$ cat config.mk
export PLATFORM = sky130hd
export DESIGN_NAME = dm_sba_axi_lite
export DESIGN_NICKNAME = d
export VERILOG_FILES = /design/src/rtl/dm_sba_axi_pkg.sv /design/src/rtl/dm_sba_axi_lite.sv
export SDC_FILE = /design/constraint.sdc
export NUM_CORES = 1
export LEC_CHECK = 0
export CAP_MARGIN = 20
export CELL_PAD_IN_SITES_DETAIL_PLACEMENT = 0
export CELL_PAD_IN_SITES_GLOBAL_PLACEMENT = 1
export CORE_ASPECT_RATIO = 0.8
export CORE_UTILIZATION = 30
export DETAILED_ROUTE_END_ITERATION = 12
export HOLD_SLACK_MARGIN = 0.06
export PLACE_DENSITY_LB_ADDON = 0.25
export SETUP_SLACK_MARGIN = 0.4
export SYNTH_ARGS = -nofsm -noshare
export SYNTH_HDL_FRONTEND = slang
export SYNTH_SLANG_ARGS = --single-unit
export TNS_END_PERCENT = 50
$ cat constraint.sdc
create_clock -name clk_i -period 4.5 [get_ports clk_i]
set_clock_uncertainty 0.2 [all_clocks]
set_input_delay 0.9 -clock clk_i [delete_from_list [all_inputs] [get_ports clk_i]]
set_output_delay 0.9 -clock clk_i [all_outputs]
set_load 0.02 [all_outputs]
$ cat src/rtl/dm_sba_axi_pkg.sv
// Shared types and constants for the SBA-to-AXI4-Lite bridge.
package dm_sba_axi_pkg;

   typedef enum logic [2:0] {
      IDLE    = 3'd0,
      WR_REQ  = 3'd1,
      WR_RESP = 3'd2,
      RD_REQ  = 3'd3,
      RD_RESP = 3'd4,
      DONE    = 3'd5
   } sba_state_e;

   localparam logic [1:0] RespOkay   = 2'b00;
   localparam logic [1:0] RespSlvErr = 2'b10;
   localparam logic [1:0] RespDecErr = 2'b11;

   // Privileged, secure, data access.
   localparam logic [2:0] SbaProt = 3'b001;

   function automatic logic resp_is_err(input logic [1:0] resp);
      return resp != RespOkay;
   endfunction

endpackage

$ cat src/rtl/dm_sba_axi_lite.sv
// SBA host port to single-outstanding AXI4-Lite master; optional error capture under DM_SBA_AXI_ERR_EN.
// Latency: grant to r_valid_o is 3 cycles minimum, one access per 4 cycles back to back.
// Backpressure: every AXI wait state stalls 1:1 with no timeout; no grant until back in IDLE.
module dm_sba_axi_lite
   import dm_sba_axi_pkg::*;
#(
   parameter int BusWidth  = 32,
   parameter int AddrWidth = 32
) (
   input  logic                  clk_i,
   input  logic                  rst_i,
   input  logic                  req_i,
   input  logic [BusWidth-1:0]   add_i,
   input  logic                  we_i,
   input  logic [BusWidth-1:0]   wdata_i,
   input  logic [BusWidth/8-1:0] be_i,
   output logic                  gnt_o,
   output logic                  r_valid_o,
   output logic [BusWidth-1:0]   r_rdata_o,
   output logic [AddrWidth-1:0]  aw_addr_o,
   output logic [2:0]            aw_prot_o,
   output logic                  aw_valid_o,
   input  logic                  aw_ready_i,
   output logic [BusWidth-1:0]   w_data_o,
   output logic [BusWidth/8-1:0] w_strb_o,
   output logic                  w_valid_o,
   input  logic                  w_ready_i,
   input  logic [1:0]            b_resp_i,
   input  logic                  b_valid_i,
   output logic                  b_ready_o,
   output logic [AddrWidth-1:0]  ar_addr_o,
   output logic [2:0]            ar_prot_o,
   output logic                  ar_valid_o,
   input  logic                  ar_ready_i,
   input  logic [BusWidth-1:0]   r_data_i,
   input  logic [1:0]            r_resp_i,
   input  logic                  r_valid_i,
   output logic                  r_ready_o
`ifdef DM_SBA_AXI_ERR_EN
   ,
   output logic                  err_o,
   output logic [AddrWidth-1:0]  err_addr_o,
   input  logic                  err_clr_i
`endif
);

   sba_state_e                state_q, state_d;
   logic [AddrWidth-1:0]      addr_q;
   logic [BusWidth-1:0]       wdata_q;
   logic [BusWidth/8-1:0]     be_q;
   logic [BusWidth-1:0]       rdata_q;
   logic                      aw_done_q;
   logic                      w_done_q;

   always_ff @(posedge clk_i or posedge rst_i) begin
      if (rst_i) begin
         state_q   <= IDLE;
         addr_q    <= '0;
         wdata_q   <= '0;
         be_q      <= '0;
         rdata_q   <= '0;
         aw_done_q <= 1'b0;
         w_done_q  <= 1'b0;
      end else begin
         state_q <= state_d;
         case (state_q)
            IDLE: begin
               if (req_i) begin
                  addr_q    <= AddrWidth'(add_i);
                  wdata_q   <= wdata_i;
                  be_q      <= be_i;
                  aw_done_q <= 1'b0;
                  w_done_q  <= 1'b0;
               end
            end
            WR_REQ: begin
               if (aw_valid_o && aw_ready_i) aw_done_q <= 1'b1;
               if (w_valid_o && w_ready_i)   w_done_q  <= 1'b1;
            end
            WR_RESP: begin
               if (b_valid_i) rdata_q <= '0;
            end
            RD_RESP: begin
               // Data is returned regardless of the response code.
               if (r_valid_i) rdata_q <= r_data_i;
            end
            default: ;
         endcase
      end
   end

   always_comb begin
      state_d    = state_q;
      gnt_o      = 1'b0;
      aw_valid_o = 1'b0;
      w_valid_o  = 1'b0;
      b_ready_o  = 1'b0;
      ar_valid_o = 1'b0;
      r_ready_o  = 1'b0;
      r_valid_o  = 1'b0;
      case (state_q)
         IDLE: begin
            gnt_o = req_i;
            if (req_i) state_d = we_i ? WR_REQ : RD_REQ;
         end
         WR_REQ: begin
            aw_valid_o = !aw_done_q;
            w_valid_o  = !w_done_q;
            if ((aw_done_q || aw_ready_i) && (w_done_q || w_ready_i))
               state_d = WR_RESP;
         end
         WR_RESP: begin
            b_ready_o = 1'b1;
            if (b_valid_i) state_d = DONE;
         end
         RD_REQ: begin
            ar_valid_o = 1'b1;
            if (ar_ready_i) state_d = RD_RESP;
         end
         RD_RESP: begin
            r_ready_o = 1'b1;
            if (r_valid_i) state_d = DONE;
         end
         DONE: begin
            r_valid_o = 1'b1;
            state_d   = IDLE;
         end
         default: state_d = IDLE;
      endcase
   end

   assign aw_addr_o = addr_q;
   assign ar_addr_o = addr_q;
   assign aw_prot_o = SbaProt;
   assign ar_prot_o = SbaProt;
   assign w_data_o  = wdata_q;
   assign w_strb_o  = be_q;
   assign r_rdata_o = rdata_q;

`ifdef DM_SBA_AXI_ERR_EN
   logic                 resp_err;
   logic                 err_q;
   logic [AddrWidth-1:0] err_addr_q;

   assign resp_err = ((state_q == WR_RESP) && b_valid_i && resp_is_err(b_resp_i)) ||
                     ((state_q == RD_RESP) && r_valid_i && resp_is_err(r_resp_i));

   // A new error takes priority over a simultaneous clear.
   always_ff @(posedge clk_i or posedge rst_i) begin
      if (rst_i) begin
         err_q      <= 1'b0;
         err_addr_q <= '0;
      end else if (resp_err) begin
         err_q      <= 1'b1;
         err_addr_q <= addr_q;
      end else if (err_clr_i) begin
         err_q      <= 1'b0;
      end
   end

   assign err_o      = err_q;
   assign err_addr_o = err_addr_q;
`else
   logic unused_resp;
   assign unused_resp = ^{b_resp_i, r_resp_i};
`endif

endmodule
=== Word level (Yosys, flattened, before mapping) ===
Cells that the tools add are included.

* Output and inout port bits: 145
* Bits in registers: 105

* Mux-type cells: 22
* Reduce and logical (&&, ||, !) cells: 15
* Equal/unequal tests: 12

{| class="wikitable"
|+ Operator list
! operator !! count
|-
| 32-bit 2-to-1 mux || 2
|-
| 32-bit case mux with 2 select lines || 1
|-
| 3-bit 2-to-1 mux || 5
|-
| 3-bit case mux with 5 select lines || 1
|-
| 2-bit != test (second input constant) || 7
|-
| 1-bit 2-to-1 mux || 10
|-
| 3-bit AND reduction || 3
|-
| 3-bit by 2-bit equality test with 1-bit output (second input constant) || 2
|-
| 3-bit equality test (second input constant) || 2
|-
| 5-bit AND reduction || 1
|-
| 1-bit case mux with 2 select lines || 2
|-
| 2-bit nonzero test || 2
|-
| 3-bit by 1-bit equality test with 1-bit output (second input constant) || 1
|-
| 1-bit logical AND || 3
|-
| 3-bit zero test || 1
|-
| 1-bit zero test || 2
|-
| 1-bit logical OR || 2
|-
| 2-bit 2-to-1 mux || 1
|-
| 2-bit AND reduction || 1
|}

=== Depth between registers and ports, before layout ===
Gate-level depths: netlist of run 1.

* Word-level depth: 5
* Gate-level depth with buffers: 5
* Mapped depth without buffers: 3

=== Least setup slack after synthesis of run 1 ===
Ideal clock, no wire load.

* Path type: input -> output
* From: input port req_i
* To: output port gnt_o
* Stages: 3
* Slack: 1948 ps
* Arrival time: 1452 ps
* Required time: 3400 ps
* Path through: nor4b_4 > buf_6 > buf_12

* Longest elaborated chain between the ends: 1

{| class="wikitable"
|+ Ends and longest elaborated chain
! what !! line !! RTL
|-
| from (decl) || dm_sba_axi_lite.sv:12 || <nowiki>input logic req_i,</nowiki>
|-
| 1-bit 2-to-1 mux || dm_sba_axi_lite.sv:101 || <nowiki>case (state_q)</nowiki>
|-
| to (decl) || dm_sba_axi_lite.sv:17 || <nowiki>output logic gnt_o,</nowiki>
|}

No other way between the ends.

=== Worst setup path after layout of run 1 ===
Same ends and word-level chain as after synthesis.

==> flow_summary_export.csv, run 1 <==
group,metric,value,unit
sta,post-route-period-util,75.3,%
floorplan,die_w,144,um
pwr,power_density,785,nW/um^2
global_routing,track_usage,15.0,%
worst_setup_path,rrSetupSlack,1.72,ns
clock_tree,path_clk_slew,0.07,ns
finish,area_delta_synth_final,54.7,%
clock_tree,clock_sinks,105,
route,vias_per_cell,4.34,
worst_setup_path,crit_fanout,2,
route,firstDrtPassIters,6,
finish,nFillCells,1461,
floorplan,die_height,116,um
floorplan,io_pins,258,
global_routing,grt_pass1_vias,3487,
clock_tree,cts_resized,0,
sta,hold_slack,0.311,ns
synthesis,ys_seq_elements,105,
synthesis,ys.flop_type,"dfrtp_1",
synthesis,yosysTopAreaCell,"dfrtp_1",
worst_setup_path,path_class,"in -> out",
route,drtIter0Drc,100,
worst_setup_path,required,3.40,ns
worst_setup_path,crit_start,"req_i",
global_routing,grt_overflow,0,
synthesis,syn_area,4850,sq um
sta,max_freq,0.295,GHz
sta,timing.final.hold_violations,0,
synthesis,synth_seq_area_share,54.2,%
synthesis,syn_inst,366,
finish,layout-drive-gt1-share,15.9,%
job,drv_cap,0,
sta,rsz0062_at_grt,"false",
worst_setup_path,r2r_start,"state_q[1]",
sta,period_needed,3.39,ns
worst_setup_path,endpoint,"gnt_o",
placement,portBuffers,247,
finish,antenna_cells,0,
synthesis,synthArstFlopShare,100,%
global_routing,grt_pass1_wl,18.9,mm
clock_tree,tritoncts,"yes",
route,ant_nets,0,
route,wirelength,12.3,mm
clock_tree,numCtsBuffers,9,
clock_tree,clock_latency,0.34,ns
floorplan,dieArea,16700,sq um
clock_tree,cts_setup_buffers,0,
floorplan,coreArea,15800,sq um
synthesis,ys_warn_count,0,
worst_setup_path,start_kind,"primary input",
worst_hold_path,holdCritPathClass,"reg -> reg",
synthesis,synth_most_common_cell,"dfrtp_1",
sta,drv_slew,0,
route,vias,3442,
worst_setup_path,crit_arrival,2.29,ns
placement,place_congestion,0.719,
floorplan,initial_utilization,30.7,%
worst_setup_path,end_kind,"output port",
worst_setup_path,reg2reg_depth,4,
pwr,leakagePower,3.15,nW
synthesis,synth_cell_types,31,
synthesis,synth.avg_cell_area,13.3,sq um
outcome,run_status,"finished, final reports clean",
sta,setup_tns,0,ns
clock_tree,hold_buffers,0,
placement,place_inst,776,
clock_tree,htree_num_levels,3,
synthesis,synth_top_cell_area_share,54.2,%
sta,tightestPinTransition,0.775,ns
placement,place_hpwl,8.89,mm
synthesis,synth_edf_count,0,
clock_tree,clockRootBuffer,"clkbuf_16",
synthesis,synth.area.top_cells,"dfrtp_1 54%, mux2_4 21%, buf_4 6.0%, nand4_1 4.1%, buf_12 2.9%",
synthesis,synth_common_cells,"105 x dfrtp_1, 67 x mux2_4, 39 x buf_4",
pwr,ir_worst_vdd,276,uV
route,drc,0,
finish,instances_no_fill,793,
worst_setup_path,r2r-end,"ar_addr_o[11]",
sta,relSlewSlack,48.3,%
pwr,p_total,0.00589,W
clock_tree,clock_path_buffers,2,
global_routing,grt_start_max_net_pins,59,
route,wl_per_cell,15.6,um
global_routing,antenna_found_initial,0,
sta,finalSetupViolCount,0,
finish,nNetsFinal,686,
floorplan,rows,41,
cells by family after synthesis:
family          synth area share, %
mux                            21.0
compound gates                 4.59
flops                          54.2
other cells                   0.155
buf+inv                        13.2
simple gates                   6.86
how the worst min path moves through the flow:
| stage | slack [ns] | endpoint | start | cells past startpoint |
|---|---|---|---|---|
| 5_1_grt | 0.32 | w_data_o[3] | w_data_o[3] | 1 |
| 2_1_floorplan | 0.29 | w_done_q | w_done_q | 2 |
| 4_1_cts | 0.31 | w_strb_o[3] | w_strb_o[3] | 1 |
| 3_5_place_dp | 0.29 | w_data_o[19] | w_data_o[19] | 1 |
| 3_3_place_gp | 0.30 | w_data_o[27] | w_data_o[27] | 1 |
| 6_report | 0.31 | w_data_o[18] | w_data_o[18] | 1 |
where the power goes:
group	internal, W	switching (W)	total [W]	leakage (nW)
registers	0.00142	0.000327	0.00174	1.30
clock network	0.000504	0.000343	0.000848	0.153
logic	0.00176	0.00154	0.00330	1.70
total	0.00368	0.00221	0.00589	3.15
state kept, by name (all words and copies together) (netlist names):
signal,flops
r_rdata_o,32
w_data_o,32
w_done_q,1
w_strb_o,4
aw_done_q,1
ar_addr_o,32
state_q,3
stage by stage:
step / instance area, sq um / util [%] / setup slack, ns
after floorplan: 4860 / - / 0.639
after global placement: 7150 / 45.3 / 0.966
after detailed placement: 7150 / 45.3 / 0.914
after CTS: 7470 / 47.3 / 1.08
after global routing: 7500 / 47.5 / 1.02
final: 7500 / 47.5 / 1.11
area by class of cell:
class | instances | area [sq um] | area share (%)
clock buffers | 12 | 246 | 3.29
clock inverters | 4 | 76.3 | 1.02
inverters | 34 | 130 | 1.73
multi-input cells | 169 | 1600 | 21.3
flip-flops and latches | 105 | 2630 | 35.0
well taps | 215 | 269 | 3.59
repair buffers | 254 | 2560 | 34.1
layer usage:
layer | vias to the layer above | track usage [%] | wire [um]
li1 | 1615 | - | -
met1 | 1668 | 17.7 | 5040
met2 | 149 | 24.2 | 5840
met3 | 10 | 7.23 | 1320
met4 | 0 | 4.42 | 140
met5 | - | 0 | 0
worst max-delay path: stages:
cell             delay (ns)
clkdlybuf4s50_1        0.49
nor4b_4                0.22
clkdlybuf4s50_1        0.67
cells in the final DEF, fill, tap and decap left out, drive strengths merged:
cell type,synthesis,layout
clkbuf,9,12
o211ai,1,1
buf,53,7
clkdlybuf4s50,0,247
o2111ai,1,1
inv,34,34
nand3b,1,1
a22o,1,1
a21o,1,1
nand2,3,3
mux2,68,68
bufinv,0,2
nand4,32,32
o22ai,1,1
nand3,1,1
nor3b,1,1
a21oi,2,2
dfrtp,105,105
clkinv,0,1
o21ai,33,33
nor3,1,1
clkinvlp,0,1
and2,2,2
a211o,1,1
nor4b,1,1
nor2,7,7
conb,2,6
nor2b,3,3
nand2b,2,2
Note: power is estimated with default switching activity, not from simulation.
==> inputs of run 2 (changes only) <==
--- a/config.mk
+++ b/config.mk
@@ -9,7 +9,7 @@
 export CELL_PAD_IN_SITES_DETAIL_PLACEMENT = 0
 export CELL_PAD_IN_SITES_GLOBAL_PLACEMENT = 1
 export CORE_ASPECT_RATIO = 0.8
-export CORE_UTILIZATION = 30
+export CORE_UTILIZATION = 27
 export DETAILED_ROUTE_END_ITERATION = 12
 export HOLD_SLACK_MARGIN = 0.06
 export PLACE_DENSITY_LB_ADDON = 0.25
==> constraint.sdc (replaced) <==
create_clock -name clk_i -period 2.8 [get_ports clk_i]
set_clock_uncertainty 0.2 [all_clocks]
set_input_delay 0.56 -clock clk_i [delete_from_list [all_inputs] [get_ports clk_i]]
set_output_delay 0.56 -clock clk_i [all_outputs]
set_load 0.02 [all_outputs]
==> run 2 against run 1 <==
Effect of this change: worst hold slack better by 0.00081 ns; cell count up 1.5%; largest power group unchanged; critical path depth unchanged; clock-buffer cell count down 1; total power up 58%; worst setup slack worse by 0.76 ns; combinational power up 60%; critical endpoint is now ar_valid_o; clock power up 44%; utilization down 4.5 points.
==> flow_summary_export.csv, run 2 (synthesis gave the netlist of run 1 again) <==
group,metric,value,unit
finish,area_delta_synth_final,54.7,%
placement,place_hpwl,8.73,mm
job,drv_cap,0,
floorplan,die_height,122,um
pwr,leakagePower,3.19,nW
worst_setup_path,required,2.04,ns
route,vias_per_cell,4.28,
worst_setup_path,crit_arrival,1.68,ns
clock_tree,htree_num_levels,3,
clock_tree,clockRootBuffer,"clkbuf_16",
pwr,p_total,0.00932,W
floorplan,die_w,152,um
floorplan,rows,43,
sta,drv_slew,0,
clock_tree,clock_latency,0.35,ns
worst_setup_path,critPathTopFamily,"flip-flops",
worst_setup_path,reg2reg_depth,4,
worst_setup_path,crit_slowest_cell,"dfrtp_2",
finish,antenna_cells,0,
clock_tree,cts_setup_buffers,0,
sta,tightestPinTransition,0.634,ns
clock_tree,clock_path_buffers,2,
floorplan,dieArea,18500,sq um
clock_tree,clock_sinks,105,
sta,rsz0062_at_grt,"true",
finish,multi_input_area,1600,sq um
floorplan,io_pins,258,
placement,place_congestion,0.734,
global_routing,busiest_layer,"met2",
clock_tree,tritoncts,"yes",
worst_hold_path,min-delay-start,"w_data_o[7]",
global_routing,antenna_found_initial,0,
finish,regArea,2630,sq um
worst_setup_path,path_class,"reg -> out",
sta,timing.final.hold_violations,0,
global_routing,grt_util_met1,17.3,%
pwr,ir_worst_vdd,502,uV
placement,dp_slack,0.0753,ns
route,wl_per_cell,15.7,um
worst_setup_path,cp_slowest_stage_delay,0.49,ns
route,ant_nets,0,
global_routing,grt_overflow,0,
route,firstDrtPassIters,4,
worst_hold_path,hold_end,"w_data_o[7]",
sta,finalSetupViolCount,0,
worst_setup_path,crit_fanout,10,
finish,final_common_cell,"clkdlybuf4s50_1",
sta,max_freq,0.409,GHz
worst_setup_path,rrSetupSlack,0.66,ns
global_routing,grt_start_max_net_pins,106,
worst_setup_path,start_kind,"register",
worst_setup_path,end_kind,"output port",
route,drtIter0Drc,140,
global_routing,track_usage,13.9,%
clock_tree,hold_buffers,0,
floorplan,initial_utilization,27.8,%
clock_tree,cts_resized,11,
finish,layout-drive-gt1-share,17.1,%
route,vias,3447,
worst_setup_path,path_depth,3,
outcome,run_status,"finished, final reports clean",
sta,period_needed,2.44,ns
global_routing,met3_usage,5.66,%
worst_setup_path,crit_chain,"nor2b_1 > and2_1 > dlygate4sd2_1",
route,wirelength,12.6,mm
finish,nNetsFinal,688,
global_routing,grt_pass1_vias,3572,
worst_setup_path,r2r_start,"state_q[1]",
floorplan,coreArea,17400,sq um
worst_setup_path,critPathBufInv,1,
worst_setup_path,r2r-end,"w_strb_o[3]",
global_routing,grt_pass1_wl,19.9,mm
clock_tree,numCtsBuffers,9,
route,drc,0,
worst_hold_path,min_path_cells,1,
worst_hold_path,holdCritPathClass,"reg -> reg",
sta,relSlewSlack,57.7,%
sta,post-route-period-util,87.3,%
sta,setup_tns,0,ns
finish,nFillCells,1679,
finish,final_cell_mix,"240 x clkdlybuf4s50_1, 102 x dfrtp_1, 67 x mux2_4",
global_routing,met2_usage,22.2,%
clock_tree,path_clk_slew,0.07,ns
placement,portBuffers,247,
sta,setup_ws,0.356,ns
pwr,power_density,1240,nW/um^2
-- run 2: worst register-to-register path, stage by stage, from the launching register on --
cell and delay [ns]:
dfrtp_2 0.49, nor4b_4 0.33, buf_4 0.17, buf_4 0.46
mux2_4 0.38
-- run 2: final cells by class --
type                    instances  share of cell area [%]
repair buffers                256                    34.4
multi-input cells             169                    21.3
flip-flops and latches        105                    35.1
clock inverters                 5                   0.550
well taps                     225                    3.75
inverters                      34                    1.75
clock buffers                  11                    3.24
-- run 2: worst max-delay path by stage --
stage / from / slack, ns / endpoint
after CTS: state_q[2] / 0.19 / r_ready_o
after floorplan: state_q[2] / 0.73 / r_valid_o
after detailed placement: req_i / 0.08 / gnt_o
after global routing: state_q[1] / 0.25 / ar_valid_o
final: state_q[1] / 0.36 / ar_valid_o
after global placement: req_i / 0.07 / gnt_o
-- run 2: routing by layer --
layer  share of wire (%)  wire [um]  up-vias
met3                 8.7       1100        7
met4                 1.2        150        0
met5                   0          0        -
li1                    -          -     1615
met2                  46       5860      160
met1                  44       5490     1665
-- run 2: report_power, final --
group / internal, W / leakage, nW / switching, W
clock: 0.000633 / 0.132 / 0.000587
sequential: 0.00228 / 1.30 / 0.000538
combinational: 0.00282 / 1.76 / 0.00246
-- run 2: metrics by stage --
step                      util (%)  instances  hold WS [ns]  area, sq um
after floorplan                  -        370         0.285         4870
after global placement        41.3        789         0.292         7200
after detailed placement      41.3        789         0.291         7200
after CTS                     43.0        805         0.314         7490
after global routing          43.0        805         0.330         7500
final                         43.0        805         0.312         7500
